===== src/rtl/inline_axis_comparator.sv =====
// inline_axis_comparator
//   Passive checker for an AXI-Stream style bus. Every observed handshake
//   (obs_valid & obs_ready) is copied into a small FIFO that never
//   back-pressures the monitored bus. Each buffered sample is compared
//   against the next word of an expected stream (ref_*). The block keeps
//   match/mismatch totals, captures the first mismatch, and reports
//   overflow and stall (watchdog) conditions.
//
// Ports
//   clk, rst (async, active-low), clear (synchronous restart)
//   obs_valid/obs_ready/obs_data/obs_last : monitored bus, input only
//   ref_valid/ref_data/ref_last, ref_ready : expected stream, popped by ref_ready
//   match_count, mismatch_count            : comparison totals (saturating)
//   first_err_index/_seen/_expected/_valid : first-mismatch capture
//   overflow, timeout, halted              : sticky status
module inline_axis_comparator #(
    parameter int DATA_WIDTH     = 10,
    parameter int FIFO_DEPTH     = 16,
    parameter int COUNT_WIDTH    = 32,
    parameter int TIMEOUT_CYCLES = 1024,
    parameter int STOP_ON_ERROR  = 0,
    parameter int CHECK_LAST     = 1
) (
    input  logic                   clk,
    input  logic                   rst,
    input  logic                   clear,
    input  logic                   obs_valid,
    input  logic                   obs_ready,
    input  logic [DATA_WIDTH-1:0]  obs_data,
    input  logic                   obs_last,
    input  logic                   ref_valid,
    input  logic [DATA_WIDTH-1:0]  ref_data,
    input  logic                   ref_last,
    output logic                   ref_ready,
    output logic [COUNT_WIDTH-1:0] match_count,
    output logic [COUNT_WIDTH-1:0] mismatch_count,
    output logic [COUNT_WIDTH-1:0] first_err_index,
    output logic [DATA_WIDTH-1:0]  first_err_seen,
    output logic [DATA_WIDTH-1:0]  first_err_expected,
    output logic                   first_err_valid,
    output logic                   overflow,
    output logic                   timeout,
    output logic                   halted
);

    localparam int          PW        = $clog2(FIFO_DEPTH);
    localparam int          EW        = DATA_WIDTH + 1;
    localparam logic [31:0] TIMEOUT_L = 32'(TIMEOUT_CYCLES);
    localparam logic [PW:0] PTR_ONE   = {{PW{1'b0}}, 1'b1};

    typedef enum logic [0:0] {
        ST_RUN    = 1'b0,
        ST_HALTED = 1'b1
    } state_t;

    // Saturating increment shared by all counters.
    function automatic logic [COUNT_WIDTH-1:0] sat_inc(input logic [COUNT_WIDTH-1:0] v);
        return (&v) ? v : v + COUNT_WIDTH'(1);
    endfunction

    state_t                 state_q, state_d;
    logic [PW:0]            wr_ptr_q, wr_ptr_d;
    logic [PW:0]            rd_ptr_q, rd_ptr_d;
    logic [EW-1:0]          mem_q [FIFO_DEPTH];
    logic [COUNT_WIDTH-1:0] match_q, match_d;
    logic [COUNT_WIDTH-1:0] mismatch_q, mismatch_d;
    logic [COUNT_WIDTH-1:0] index_q, index_d;
    logic [COUNT_WIDTH-1:0] err_index_q, err_index_d;
    logic [DATA_WIDTH-1:0]  err_seen_q, err_seen_d;
    logic [DATA_WIDTH-1:0]  err_exp_q, err_exp_d;
    logic                   err_valid_q, err_valid_d;
    logic                   overflow_q, overflow_d;
    logic                   timeout_q, timeout_d;
    logic [31:0]            wd_q, wd_d;

    logic                   run_s, empty_s, full_s, obs_txn_s, cmp_s, push_s, match_s;
    logic [EW-1:0]          head_s;

    // FIFO occupancy flags; the extra pointer bit distinguishes full from empty.
    assign empty_s   = (wr_ptr_q == rd_ptr_q);
    assign full_s    = (wr_ptr_q[PW] != rd_ptr_q[PW]) && (wr_ptr_q[PW-1:0] == rd_ptr_q[PW-1:0]);
    assign head_s    = mem_q[rd_ptr_q[PW-1:0]];
    assign run_s     = (state_q == ST_RUN);
    assign obs_txn_s = obs_valid & obs_ready;

    // clear also gates ref_ready so the reference source never loses a word
    // to a comparison that clear is about to discard.
    assign ref_ready = run_s & ~empty_s & ~clear;
    assign cmp_s     = ref_ready & ref_valid;
    // A full FIFO still takes a write when the same edge frees an entry.
    assign push_s    = obs_txn_s & (~full_s | cmp_s) & ~clear;
    assign match_s   = (head_s[DATA_WIDTH-1:0] == ref_data) &&
                       ((CHECK_LAST == 0) || (head_s[DATA_WIDTH] == ref_last));

    // Next-state logic for the FSM, FIFO pointers, counters, capture and watchdog.
    always_comb begin
        state_d     = state_q;
        wr_ptr_d    = wr_ptr_q;
        rd_ptr_d    = rd_ptr_q;
        match_d     = match_q;
        mismatch_d  = mismatch_q;
        index_d     = index_q;
        err_index_d = err_index_q;
        err_seen_d  = err_seen_q;
        err_exp_d   = err_exp_q;
        err_valid_d = err_valid_q;
        overflow_d  = overflow_q;
        timeout_d   = timeout_q;
        wd_d        = wd_q;
        if (clear) begin
            state_d     = ST_RUN;
            wr_ptr_d    = '0;
            rd_ptr_d    = '0;
            match_d     = '0;
            mismatch_d  = '0;
            index_d     = '0;
            err_index_d = '0;
            err_seen_d  = '0;
            err_exp_d   = '0;
            err_valid_d = 1'b0;
            overflow_d  = 1'b0;
            timeout_d   = 1'b0;
            wd_d        = '0;
        end else begin
            if (cmp_s) begin
                rd_ptr_d = rd_ptr_q + PTR_ONE;
                index_d  = sat_inc(index_q);
                if (match_s) begin
                    match_d = sat_inc(match_q);
                end else begin
                    mismatch_d = sat_inc(mismatch_q);
                    if (!err_valid_q) begin
                        err_valid_d = 1'b1;
                        err_index_d = index_q;
                        err_seen_d  = head_s[DATA_WIDTH-1:0];
                        err_exp_d   = ref_data;
                    end else begin
                        err_valid_d = err_valid_q;
                    end
                    if (STOP_ON_ERROR != 0) begin
                        state_d = ST_HALTED;
                    end else begin
                        state_d = state_q;
                    end
                end
            end else begin
                rd_ptr_d = rd_ptr_q;
            end
            if (obs_txn_s) begin
                if (!full_s || cmp_s) begin
                    wr_ptr_d = wr_ptr_q + PTR_ONE;
                end else begin
                    overflow_d = 1'b1;
                end
            end else begin
                wr_ptr_d = wr_ptr_q;
            end
            // Watchdog measures how long a buffered sample waits for its reference.
            if (run_s && !empty_s && !cmp_s) begin
                if (wd_q != TIMEOUT_L) begin
                    wd_d = wd_q + 32'd1;
                end else begin
                    wd_d = wd_q;
                end
            end else begin
                wd_d = '0;
            end
            if ((TIMEOUT_CYCLES != 0) && (wd_d == TIMEOUT_L)) begin
                timeout_d = 1'b1;
            end else begin
                timeout_d = timeout_q;
            end
        end
    end

    // State registers with asynchronous active-low reset.
    always_ff @(posedge clk or negedge rst) begin
        if (!rst) begin
            state_q     <= ST_RUN;
            wr_ptr_q    <= '0;
            rd_ptr_q    <= '0;
            match_q     <= '0;
            mismatch_q  <= '0;
            index_q     <= '0;
            err_index_q <= '0;
            err_seen_q  <= '0;
            err_exp_q   <= '0;
            err_valid_q <= 1'b0;
            overflow_q  <= 1'b0;
            timeout_q   <= 1'b0;
            wd_q        <= '0;
        end else begin
            state_q     <= state_d;
            wr_ptr_q    <= wr_ptr_d;
            rd_ptr_q    <= rd_ptr_d;
            match_q     <= match_d;
            mismatch_q  <= mismatch_d;
            index_q     <= index_d;
            err_index_q <= err_index_d;
            err_seen_q  <= err_seen_d;
            err_exp_q   <= err_exp_d;
            err_valid_q <= err_valid_d;
            overflow_q  <= overflow_d;
            timeout_q   <= timeout_d;
            wd_q        <= wd_d;
        end
    end

    // Sample storage; contents are only meaningful between the pointers.
    always_ff @(posedge clk) begin
        if (push_s) begin
            mem_q[wr_ptr_q[PW-1:0]] <= {obs_last, obs_data};
        end
    end

    assign match_count        = match_q;
    assign mismatch_count     = mismatch_q;
    assign first_err_index    = err_index_q;
    assign first_err_seen     = err_seen_q;
    assign first_err_expected = err_exp_q;
    assign first_err_valid    = err_valid_q;
    assign overflow           = overflow_q;
    assign timeout            = timeout_q;
    assign halted             = (state_q == ST_HALTED);

endmodule


===== config.mk =====
export PLATFORM = sky130hd
export DESIGN_NAME = inline_axis_comparator
export DESIGN_NICKNAME = d
export VERILOG_FILES = /design/src/rtl/inline_axis_comparator.sv
export SDC_FILE = /design/constraint.sdc
export NUM_CORES = 1
export LEC_CHECK = 0
export BUFFER_PORTS_ARGS = -buffer_cell sky130_fd_sc_hd__buf_4
export CORE_UTILIZATION = 30
export CTS_BUF_LIST = sky130_fd_sc_hd__clkbuf_4 sky130_fd_sc_hd__clkbuf_8
export DETAILED_ROUTE_END_ITERATION = 8
export GPL_TIMING_DRIVEN = 0
export PLACE_DENSITY = 0.54
export SYNTH_ARGS = -nofsm -noshare
export SYNTH_HDL_FRONTEND = slang
export SYNTH_SLANG_ARGS = --single-unit

===== constraint.sdc =====
create_clock -name clk -period 8.8 [get_ports clk]
set_input_delay 1.76 -clock clk [delete_from_list [all_inputs] [get_ports clk]]
set_output_delay 1.76 -clock clk [all_outputs]
set_load 0.02 [all_outputs]

==> impl_metrics.json, run 1 <==
{
  "rrSetupSlack_ns": 3.43,
  "async_flop_share_pct": 52.3,
  "routed_via_density": 4.93,
  "synth_cell_types": 65,
  "place_area_sq_um": 19100,
  "cts_resized": 0,
  "nets": 1673,
  "synth_fa_ha_area_share_pct": 0.745,
  "synth_area_leaders": "edfxtp_1 (31%), dfrtp_1 (29%), mux4_2 (5.0%), xnor2_1 (3.4%), nor2_1 (3.3%)",
  "dpl.hpwl_um": 34300,
  "cts_root_buf": "clkbuf_8",
  "power_density_nw_per_um2": 183,
  "gr-total-overflow": 0,
  "drtPass1Iterations": 5,
  "h-tree-depth": 3,
  "cts_buffers": 66,
  "ys.warnings.count": 0,
  "remaining_drc_errors": 0,
  "synth_compound_area_share_pct": 5.29,
  "numClockSinks": 369,
  "wl_um": 48600,
  "synth_top_family_by_area": "simple AND/OR/NAND/NOR gates",
  "cp_max_fo": 10,
  "drv_slew": 0,
  "synth_edf_count": 176,
  "syn_area_per_cell_sq_um": 12.0,
  "peakVddDrop_mv": 0.0954,
  "postCtsSetupRepairBufs": 0,
  "antenna_left": 0,
  "gp_congestion": 0.873,
  "syn_to_final_growth_pct": 21.5,
  "grt_max_degree": 98,
  "hold_viol": 0,
  "setup_tns_ns": 0,
  "diodes": 0,
  "path_class": "input port to primary output",
  "yosys.area.top_type": "edfxtp_1",
  "min_path_type": "flip-flop to flip-flop",
  "cp-start-kind": "input port",
  "cts_tree": "built",
  "syn_nets": 1442,
  "grt_pass1_wl_um": 73400,
  "wl_per_cell_um": 20.0,
  "antenna_found_initial": 1,
  "ios": 149,
  "portBuffers": 147,
  "synthDominantCellAreaShare_pct": 31.5,
  "crit_arrival_ns": 4.11,
  "finalCritPeriodShare_pct": 66.7,
  "final_cell_area_sq_um": 20400,
  "max_cap_viol_count": 0,
  "grt_setup_unrepaired": "no",
  "endpoint_kind": "primary output",
  "clk_pin_slew_ns": 0.05,
  "drive_gt1_share_pct": 22.0,
  "setup_viol": 0,
  "synthCells": 1404,
  "die_y_um": 239,
  "period_needed_ns": 5.87,
  "crit_required_ns": 7.04,
  "vias": 12000,
  "synth-seq-area-share_pct": 60.2,
  "grt_usage_pct": 17.1,
  "worst_pin_slew_ns": 1.06,
  "row_count": 86,
  "dieArea_sq_um": 57000,
  "die_x_um": 239,
  "synth_mux_area_share_pct": 9.34,
  "p_leak_nw": 7.88,
  "hold_buffers": 0,
  "synthFlopType": "dfrtp_1",
  "core_area_sq_um": 55200,
  "initial_core_util_pct": 30.4,
  "synth_area_sq_um": 16800,
  "fin_skew_ns": 0.0457,
  "slew_headroom_pct": 28.4,
  "outcome": "finished, final reports clean",
  "insertion_delay_ns": 0.65,
  "synthSimpleGateAreaFrac_pct": 16.2,
  "synth.ff_latch_count": 369,
  "fmax_mhz": 170,
  "grt_pass1_vias": 11900,
  "first_iter_violations": 738,
  "synth_xor_area_share_pct": 5.16,
  "clockBufferDepth": 3
}
==> cell type report <==
class	count	area [sq um]
buffer	68	313
timing repair buffer	163	1340
multi-input combinational	914	6220
fill	5405	34800
clock inverter	17	92.6
tap	748	936
inverter	53	199
sequential	369	10100
clock buffer	98	1190
==> metrics by stage <==
stage	hold WS (ns)	total power, mW	utilization, %	setup WS [ns]	instances
2_1_floorplan	0.510	2.03	-	4.29	1404
3_3_place_gp	0.490	2.17	34.1	2.83	2299
3_5_place_dp	0.497	2.18	34.7	2.82	2315
4_1_cts	0.509	3.79	37.0	2.82	2430
5_1_grt	0.525	3.89	37.0	2.71	2430
6_report	0.506	3.74	37.0	2.93	2430
==> report_power, final <==
part	switching (mW)	total [mW]	internal [mW]	leakage (nW)
Combinational	0.199	0.299	0.100	2.92
Sequential	0.0137	1.84	1.83	4.28
Clock	0.729	1.60	0.868	0.686
==> state kept, by name (all words and copies together), names as in the netlist, 5 cells and up <==
| name | flops |
|---|---|
| rd_ptr_q | 5 |
| first_err_expected | 10 |
| match_count | 32 |
| wr_ptr_q | 5 |
| wd_q | 32 |
| mem_q | 176 |
| index_q | 32 |
| first_err_index | 32 |
| first_err_seen | 10 |
| mismatch_count | 32 |
==> synth_stat cells, drive strengths merged, types with 8 or more instances <==
cell type	instances
a21oi	45
and2	12
and3	25
and4	10
buf	25
clkbuf	43
dfrtp	193
edfxtp	176
ha	10
inv	53
mux2	22
mux2i	48
mux4	37
nand2	80
nand3	96
nand4	38
nor2	149
nor2b	10
nor3	38
nor4	17
o21ai	72
o31ai	9
or3	37
or4	8
xnor2	66
xor2	33
==> cell families (layout without fill, tap and decap cells) <==
family / after synthesis / after routing
flip-flops: 369 / 369
buffers and inverters: 121 / 399
XOR/XNOR: 99 / 99
adder cells (fa/ha/maj): 10 / 10
AO/OA/AOI/OAI: 156 / 156
other: 1 / 1
multiplexers: 107 / 107
AND/OR/NAND/NOR: 541 / 541
==> metal layers <==
metal / global-route usage, % / wire, um / vias up
li1: - / - / 5576
met1: 22.3 / 21600 / 6007
met2: 27.7 / 22900 / 311
met3: 4.23 / 2990 / 73
met4: 5.91 / 1030 / 2
met5: 0 / 13 / -
==> path summary, 6_finish.rpt <==
check / end / start / depth (start not counted)
worst max-delay path: ref_ready / clear / 6
worst max register to register: first_err_index[28]$_DFFE_PN0P_ / rd_ptr_q[0]$_DFFE_PN0P_ / 14
min in group asynchronous: match_count[3]$_DFFE_PN0P_ / rst / 1
worst min-delay path: timeout$_DFFE_PN0P_ / timeout$_DFFE_PN0P_ / 1
max in group asynchronous: first_err_index[29]$_DFFE_PN0P_ / rst / 2
worst min register to register: timeout$_DFFE_PN0P_ / timeout$_DFFE_PN0P_ / 1
==> critical path, cell delays in order <==
cell and delay [ns]:
buf_4 0.15, clkbuf_1 0.55, clkbuf_1 0.56, clkbuf_1 0.66, nor2_1 0.21, buf_4 0.21
==> cells in the final DEF, fill, tap and decap left out, types with 8 or more instances in the layout <==
cell,count
nor2b_1,10
a21oi_1,45
xnor2_1,66
mux2_2,17
buf_4,148
and3_1,25
nor2_1,136
nor3_1,33
nor2_2,13
dfrtp_1,193
clkbuf_1,43
buf_8,11
o31ai_1,9
or3_1,37
ha_1,10
buf_6,9
or4_1,8
and2_1,11
edfxtp_1,176
clkbuf_4,25
and4_1,10
clkbuf_8,73
xor2_1,33
nand3_1,96
mux4_2,37
mux2i_1,48
nand2_1,80
clkinv_1,9
nand4_1,38
buf_2,13
o21ai_0,72
nor4_1,16
inv_1,51
(Power assumes the default switching activity.)
==> run 2, diff against run 1 <==
==> constraint.sdc (replaced) <==
create_clock -name clk -period 5.45 [get_ports clk]
set_input_delay 1.09 -clock clk [delete_from_list [all_inputs] [get_ports clk]]
set_output_delay 1.09 -clock clk [all_outputs]
set_load 0.02 [all_outputs]
==> run 2 against run 1 <==
- first-iteration DRC count is 12% lower
- critical path depth is 8 higher
- sequential power is 61% higher
- die area stayed put
- count of clock-buffer cells in the layout stayed put
- routed wire length hardly changed
- critical path type is now flip-flop to flip-flop
==> impl_metrics.json, run 2 (synthesized netlist as in run 1, its figures left out) <==
{
  "outcome": "finished, final reports clean",
  "diodes": 0,
  "drtPass1Iterations": 4,
  "gp_congestion": 0.873,
  "pwr-share-clk_pct": 42.8,
  "hold_viol": 0,
  "grt_usage_pct": 17.1,
  "p_leak_nw": 7.89,
  "critical-path-top-delay-family": "buffers and inverters",
  "power.total_mw": 6.03,
  "max_cap_viol_count": 0,
  "vias": 12000,
  "p_int_mw": 4.51,
  "finalCritPeriodShare_pct": 94.2,
  "final_cell_mix": "dfrtp_1 (193), edfxtp_1 (176), buf_4 (148)",
  "core_area_sq_um": 55200,
  "period_needed_ns": 5.13,
  "place_area_sq_um": 19100,
  "dpl.hpwl_um": 34300,
  "path_class": "flip-flop to flip-flop",
  "final_common_cell": "dfrtp_1",
  "first_iter_violations": 650,
  "ff_latch_area_sq_um": 10100,
  "fin_skew_ns": 0.0468,
  "critPathBufInv": 5,
  "portBuffers": 147,
  "cts_root_buf": "clkbuf_8",
  "power_switching_share_pct": 25.2,
  "remaining_drc_errors": 0,
  "die_x_um": 239,
  "grt_pass1_vias": 11900,
  "numClockSinks": 369,
  "clk_pin_slew_ns": 0.06,
  "routed_via_density": 4.93,
  "peakVddDrop_mv": 0.151,
  "crit_arrival_ns": 5.66,
  "min_path_type": "input port to async pin",
  "wl_um": 48500,
  "cp_common_cell": "nand3_1",
  "drive_gt1_share_pct": 22.1,
  "initial_core_util_pct": 30.4,
  "seqPwrFrac_pct": 49.2,
  "final_cell_area_sq_um": 20400,
  "syn_to_final_growth_pct": 21.5,
  "cp_max_fo": 10,
  "postCtsSetupRepairBufs": 0,
  "nets": 1673,
  "gr-total-overflow": 0,
  "setup_viol": 0,
  "combPwrFrac_pct": 8.0,
  "dieArea_sq_um": 57000,
  "crit_required_ns": 5.98,
  "insertion_delay_ns": 0.65,
  "worst_pin_slew_ns": 1.06,
  "slew_headroom_pct": 28.4,
  "largest_register_ffs": 176,
  "multi_input_comb_area_sq_um": 6220,
  "grt_pass1_wl_um": 73400,
  "cts_tree": "built",
  "drv_slew": 0,
  "clockBufferDepth": 3,
  "ios": 149,
  "antenna_found_initial": 1,
  "wl_per_cell_um": 20.0,
  "cts_buffers": 66,
  "switching_power_mw": 1.52,
  "fmax_mhz": 195,
  "grt_max_degree": 98,
  "crit_slowest_cell": "dfrtp_1",
  "power_density_nw_per_um2": 295,
  "path_cells": "clkbuf_2 -> buf_1 -> mux4_2 -> mux2_2 -> mux2i_1 -> xor2_1 -> nand4_1 -> or3_1 -> buf_6 -> nand3_1 -> buf_2 -> clkbuf_1 -> nand3_1 -> o21ai_0",
  "endpoint_kind": "flip-flop",
  "slowest_delay_ns": 0.56,
  "row_count": 86,
  "fill_cells": 5405,
  "h-tree-depth": 3,
  "antenna_left": 0,
  "grt_setup_unrepaired": "no",
  "die_y_um": 239,
  "cp-start-kind": "flip-flop"
}
## run 2: cell counts in the layout (fill, tap and decap cells not counted)
No cell type changed its count.
## run 2: per-stage QoR
stage,setup TNS [ns],util (%),setup slack (ns),hold slack (ns),instances
floorplan,0,-,1.67,0.510,1404
global placement,-4.53,34.1,-0.156,0.490,2299
detailed placement,0,34.7,0.0467,0.497,2315
CTS,0,37.0,0.00980,0.480,2430
global route,0,37.0,0.0107,0.525,2430
finish,0,37.0,0.318,0.493,2430
## run 2: layout make-up
type                    count  share of cell area, %
well taps                 748                   4.58
repair buffers            163                   6.57
plain buffers              68                   1.54
clock buffers              98                   5.84
multi-input cells         914                   30.5
clock inverters            17                  0.454
inverters                  53                  0.974
flip-flops and latches    369                   49.5
## run 2: timing repair
item,4_1_cts,5_1_grt
setup endpoints to repair,0,17
gates resized for setup,0,5
hold buffers,0,0
## run 2: worst paths after layout
check                                                  end  cells after the start  slack, ns                     from
min in group clk                       timeout$_DFFE_PN0P_                      1       0.51      timeout$_DFFE_PN0P_
setup / recovery           first_err_index[28]$_DFFE_PN0P_                     14       0.32  rd_ptr_q[3]$_DFFE_PN0P_
hold / removal                  match_count[3]$_DFFE_PN0P_                      1       0.49                      rst
max in group asynchronous  first_err_index[29]$_DFFE_PN0P_                      2       3.95                      rst
setup reg to reg           first_err_index[28]$_DFFE_PN0P_                     14       0.32  rd_ptr_q[3]$_DFFE_PN0P_
hold reg to reg                        timeout$_DFFE_PN0P_                      1       0.51      timeout$_DFFE_PN0P_
## run 2: routing by layer
layer	part of all wire (%)	track usage (%)	vias to the layer above	wire (um)
met2	47	27.7	315	22900
met5	0.027	0	-	13
met3	6.5	4.23	71	3130
li1	-	-	5574	-
met4	2.1	5.91	2	1040
met1	44	22.3	6007	21400
## run 2: power groups by stage
stage / clock network, mW / registers (mW) / logic [mW]
after floorplan: 0 / 3.03 / 0.249
after global placement: 0 / 3.02 / 0.483
after detailed placement: 0 / 3.02 / 0.493
after CTS: 2.66 / 2.97 / 0.494
after global routing: 2.77 / 2.97 / 0.529
final: 2.58 / 2.97 / 0.484
